$ cat config.mk
export PLATFORM = sky130hd
export DESIGN_NAME = if0_pc_gen
export DESIGN_NICKNAME = d
export VERILOG_FILES = /design/src/rtl/if0_pc_gen.sv
export SDC_FILE = /design/constraint.sdc
export NUM_CORES = 1
export LEC_CHECK = 0
export CAP_MARGIN = 40
export CORE_MARGIN = 10
export CORE_UTILIZATION = 64
export CTS_CLUSTER_DIAMETER = 100
export DETAILED_ROUTE_END_ITERATION = 12
export DONT_BUFFER_PORTS = 1
export HOLD_SLACK_MARGIN = 0.03
export PLACE_DENSITY = 0.8
export RECOVER_POWER = 25
export SYNTH_ARGS = -nofsm -noshare
export SYNTH_HDL_FRONTEND = slang
export SYNTH_SLANG_ARGS = --single-unit
export TNS_END_PERCENT = 10
$ cat constraint.sdc
create_clock -name clk -period 3 [get_ports clk]
set_input_delay 0.3 -clock clk [delete_from_list [all_inputs] [get_ports clk]]
set_output_delay 0.3 -clock clk [all_outputs]
set_load 0.02 [all_outputs]
$ cat src/rtl/if0_pc_gen.sv
// IF0 fetch-PC generator: builds one aligned fetch group per accepted cycle,
// applying prioritised redirects, same-cycle BTB predictions, IDLE halt and ADEF packets.
module if0_pc_gen #(
  parameter int unsigned FETCH_W  = 2,
  parameter int unsigned NREDIR   = 4,
  parameter logic [31:0] PC_RESET = 32'h1c000000,
  localparam int unsigned SLOT_W  = (FETCH_W > 1) ? $clog2(FETCH_W) : 1
) (
  input  logic                   clk,
  input  logic                   rstn,
  input  logic [NREDIR-1:0]      redir_valid,
  input  logic [NREDIR*32-1:0]   redir_pc,
  input  logic                   halt_req,
  output logic [31:0]            fetch_pc,
  input  logic                   pred_taken,
  input  logic [SLOT_W-1:0]      pred_slot,
  input  logic [31:0]            pred_pc,
  output logic                   out_valid,
  input  logic                   out_ready,
  output logic [31:0]            out_pc,
  output logic [FETCH_W-1:0]     out_mask,
  output logic                   out_taken,
  output logic [31:0]            out_next_pc,
  output logic                   out_adef,
  output logic                   halted
);

  localparam logic [31:0] GROUP_BYTES = 32'(4 * FETCH_W);

  typedef enum logic {
    S_RUN  = 1'b0,
    S_HALT = 1'b1
  } state_e;

  typedef struct packed {
    logic [31:0]        pc;
    logic [FETCH_W-1:0] mask;
    logic               taken;
    logic [31:0]        next_pc;
    logic               adef;
  } pkt_t;

  state_e      state_q, state_d;
  logic [31:0] pc_q, pc_d;
  logic        out_valid_q, out_valid_d;
  pkt_t        pkt_q, pkt_d;

  logic [SLOT_W-1:0]  slot;
  logic [31:0]        seq_next;
  logic               adef;
  logic               pred_hit;
  logic [FETCH_W-1:0] grp_mask;
  logic [FETCH_W-1:0] adef_mask;
  logic               redir_any;
  logic [31:0]        redir_tgt;

  if (FETCH_W > 1) begin : g_slot
    assign slot = pc_q[$clog2(FETCH_W)+1:2];
  end else begin : g_slot_single
    assign slot = '0;
  end

  assign seq_next  = (pc_q & ~(GROUP_BYTES - 32'd1)) + GROUP_BYTES;
  assign adef      = (pc_q[1:0] != 2'b00);
  // A prediction for a slot before the entry slot belongs to an earlier pass
  // through this group and must not truncate it.
  assign pred_hit  = pred_taken && (FETCH_W == 1 || pred_slot >= slot);
  assign adef_mask = FETCH_W'(1) << slot;

  // NOTE: every signal written here gets a default first so no latch is inferred.
  always_comb begin
    grp_mask = '0;
    for (int k = 0; k < FETCH_W; k++) begin
      if (k >= int'(slot) && (!pred_hit || FETCH_W == 1 || k <= int'(pred_slot))) begin
        grp_mask[k] = 1'b1;
      end
    end
  end

  // Scan from the lowest priority upwards so the lowest index wins.
  always_comb begin
    redir_any = 1'b0;
    redir_tgt = '0;
    for (int i = NREDIR - 1; i >= 0; i--) begin
      if (redir_valid[i]) begin
        redir_any = 1'b1;
        redir_tgt = redir_pc[32*i +: 32];
      end
    end
  end

  always_comb begin
    state_d     = state_q;
    pc_d        = pc_q;
    out_valid_d = out_valid_q;
    pkt_d       = pkt_q;
    if (redir_any) begin
      state_d     = S_RUN;
      pc_d        = redir_tgt;
      out_valid_d = 1'b0;
    end else begin
      if (out_valid_q && out_ready) begin
        out_valid_d = 1'b0;
      end
      if (state_q == S_RUN) begin
        if (halt_req) begin
          state_d = S_HALT;
        end else if (!out_valid_q || out_ready) begin
          out_valid_d = 1'b1;
          pkt_d.pc    = pc_q;
          pkt_d.adef  = adef;
          if (adef) begin
            // Misaligned entry: report it once, then park until a redirect.
            pkt_d.mask    = adef_mask;
            pkt_d.taken   = 1'b0;
            pkt_d.next_pc = pc_q;
            state_d       = S_HALT;
          end else begin
            pkt_d.mask    = grp_mask;
            pkt_d.taken   = pred_hit;
            pkt_d.next_pc = pred_hit ? pred_pc : seq_next;
            pc_d          = pred_hit ? pred_pc : seq_next;
          end
        end
      end
    end
  end

  // NOTE: state registers use non-blocking assignments so every flop samples pre-edge values.
  always_ff @(posedge clk) begin
    if (!rstn) begin
      state_q     <= S_RUN;
      pc_q        <= PC_RESET;
      out_valid_q <= 1'b0;
      pkt_q       <= '0;
    end else begin
      state_q     <= state_d;
      pc_q        <= pc_d;
      out_valid_q <= out_valid_d;
      pkt_q       <= pkt_d;
    end
  end

  assign fetch_pc    = pc_q;
  assign out_valid   = out_valid_q;
  assign out_pc      = pkt_q.pc;
  assign out_mask    = pkt_q.mask;
  assign out_taken   = pkt_q.taken;
  assign out_next_pc = pkt_q.next_pc;
  assign out_adef    = pkt_q.adef;
  assign halted      = (state_q == S_HALT);

endmodule

==> metrics.yaml <==
drtIter0Drc: 1143
hold_violations: 0
dp_hpwl_um: 19310
max-slew-margin-rel_pct: 34.41
finalCritPeriodShare_pct: 83.60
worst_pin_slew_ns: 0.9590
synth_top_cell_by_area: "dfxtp_1"
ys.flop_type: "dfxtp_1"
syn_avg_cell_area_um2: 7.496
post-route-min-period_ns: 2.508
io_pins: 272
clock_insertion_delay_worst_skew_ns: 0.38
cts_tree: "done"
wirelength_um: 25360
synth_top_area_share_pct: 33.63
yosysSeqAreaShare_pct: 33.63
synthesis.nets: 981
holdWs_ns: 0.05442
die_w_um: 117.4
final_cell_mix: "nand2_1, dfxtp_1, a21oi_1"
drtPass1Iterations: 6
async_reset_ff_share_pct: 0
outcome: "finished, final reports clean"
final_antenna_net_count: 0
finalMaxSlewViolations: 0
dr_total_vias: 6694
insertedDiodeCount: 0
dieArea_um2: 13780
synthToLayoutAreaGrowth_pct: 5.316
rr_startpoint: "fetch_pc[13]"
worst_slack_ns: 0.4920
cts.htree.levels: 3
io_buffers: 0
globalplace.congestion: 1.017
clk_path_buf_depth: 2
grt_pass1_vias: 6131
maxCapViolCount: 0
start_util_pct: 65.71
cts_num_sinks: 102
cp-start-kind: "flip-flop"
fin_cells: 908
whs_path_depth: 1
worstReg2RegEnd: "fetch_pc[30]"
die_height_um: 117.4
syn_area_um2: 6072
powerDensity_nw_per_um2: 462.1
yosysWarnings: 0
clock-root-buffer: "clkbuf_8"
end_kind: "flip-flop"
clock_skew_ns: 0.02187
antenna_found_initial: 0
worst-r2r-setup-slack_ns: 0.49
grt_pass1_wl_um: 37850
setup_viol: 0
path_cells: "nand3_1 > or4_4 > nor3_1 > xnor2_1 > a211oi_1"
fp.coreArea_um2: 9240
critPathMaxStageDelay_ns: 0.61
leakage_nw: 2.123
fillers: 777
cp_slowest_cell: "dfxtp_1"
nNetsFinal: 945
hold_path_class: "input port to flip-flop"
wl_per_cell_um: 27.93
vdd_drop_max_uv: 227.6
dp.cells: 891
cts_made_buffers: 9
cp-startpoint: "fetch_pc[13]"
ys_ff_latch: 102
crit_end: "fetch_pc[30]"
arrival_ns: 2.80
place_ws_ns: 0.5733
post-route-util_pct: 69.21
path_class: "flip-flop to flip-flop"
grt_remaining_overflow: 0
rsz0062_at_grt: "false"
std_cell_rows: 35
drc_errors: 0
synth_area_leaders: "dfxtp_1, nand2_1, a21oi_1"
ys_types: 63
cp_max_fo: 11
viasPerCell: 7.372
grt_usage_pct: 34.17
r2r.worst_path.cells: 5
fmax_mhz: 398.7
layout-drive-gt1-share_pct: 9.499
grt_start_max_net_pins: 65
syn_inst: 810
synth-edff-count: 0
setup-tns-final_ns: 0
layout_commonest_cell: "nand2_1"
crit_required_ns: 3.29
cts.clk_slew.worst_paths_ns: 0.11
## area by class of cell
cell class	instances	area, µm²	share of cell area (%)
Clock buffer	9	123.9	1.937
Clock inverter	7	90.09	1.409
Inverter	16	60.06	0.9392
Multi-Input combinational cell	607	3630	56.76
Sequential cell	102	2042	31.93
Tap cell	129	161.4	2.524
Timing Repair Buffer	38	287.8	4.500
## Yosys cell counts (7+ instances only)
cell type / count
nand4_1: 10
nor4_1: 12
a2bb2oi_1: 7
o21ai_0: 50
a31oi_1: 11
xnor2_1: 10
nor2b_1: 20
a211oi_1: 15
and3_1: 14
clkbuf_1: 69
nand2_1: 110
o211ai_1: 7
buf_2: 13
or3_1: 7
a221oi_1: 42
inv_1: 16
o31ai_1: 8
nand3_1: 19
nor3_1: 41
dfxtp_1: 102
nor2_1: 42
a21oi_1: 78
## how the worst min path moves through the flow
stage | start | to | slack (ns)
2_1_floorplan | redir_pc[28] | fetch_pc[28] | 0.46
3_3_place_gp | rstn | fetch_pc[27] | 0.39
3_5_place_dp | rstn | fetch_pc[27] | 0.40
4_1_cts | rstn | fetch_pc[5] | 0.04
5_1_grt | rstn | out_next_pc[13] | 0.04
6_report | rstn | fetch_pc[5] | 0.05
## registers in the layout, indices dropped and copies added (netlist names)
register     cells
fetch_pc        32
out_next_pc     32
out_pc          32
out_mask         2
halted           1
out_adef         1
out_taken        1
out_valid        1
## worst max-delay path, delay by kind of cell, from the launching register on
kind / cells / cell delay, ns
AO/OA/AOI/OAI: 1 / 0.26
XOR/XNOR: 1 / 0.13
flip-flops: 1 / 0.61
AND/OR/NAND/NOR: 3 / 1.42
## stage by stage
step	power [W]	area (µm²)
after floorplan	0.001877	6072
after global placement	0.001993	6186
after detailed placement	0.002001	6186
after CTS	0.002927	6410
after global routing	0.003042	6395
final	0.002955	6395
## power by group
part           leakage (nW)  internal, W  switching, W
Sequential            0.831      0.00140      0.000116
Combinational          1.19     0.000177      0.000297
Clock                 0.106     0.000407      0.000558
Total                  2.12      0.00198      0.000971
## cells by family (layout without fill, tap and decap cells)
kind of cell               count (synthesis)  count (layout)  synth area share, %
and+or+nand+nor                          309             309                25.72
AOI/OAI and AO/OA                        277             277                30.79
DFF                                      102             102                33.63
buffers and inverters                    101              70                6.553
xor gates and xnor gates                  12              12                1.731
muxes                                      8               8                1.381
adders and majority gates                  1               1               0.2060
## layer usage
| layer | vias up | global-route usage, % | wire [µm] |
|---|---|---|---|
| li1 | 2950 | - | - |
| met1 | 3057 | 40.57 | 8753 |
| met2 | 599 | 53.22 | 11370 |
| met3 | 88 | 14.29 | 4208 |
| met4 | 0 | 13.77 | 1026 |
| met5 | - | 0 | 0 |
## timing repair
action / 4_1_cts / 5_1_grt
gates resized for setup: 0 / 0
hold buffers: 1 / 0
hold endpoints to repair: 1 / 0
setup buffers: 0 / 0
Power figures use the tool's default switching activity.
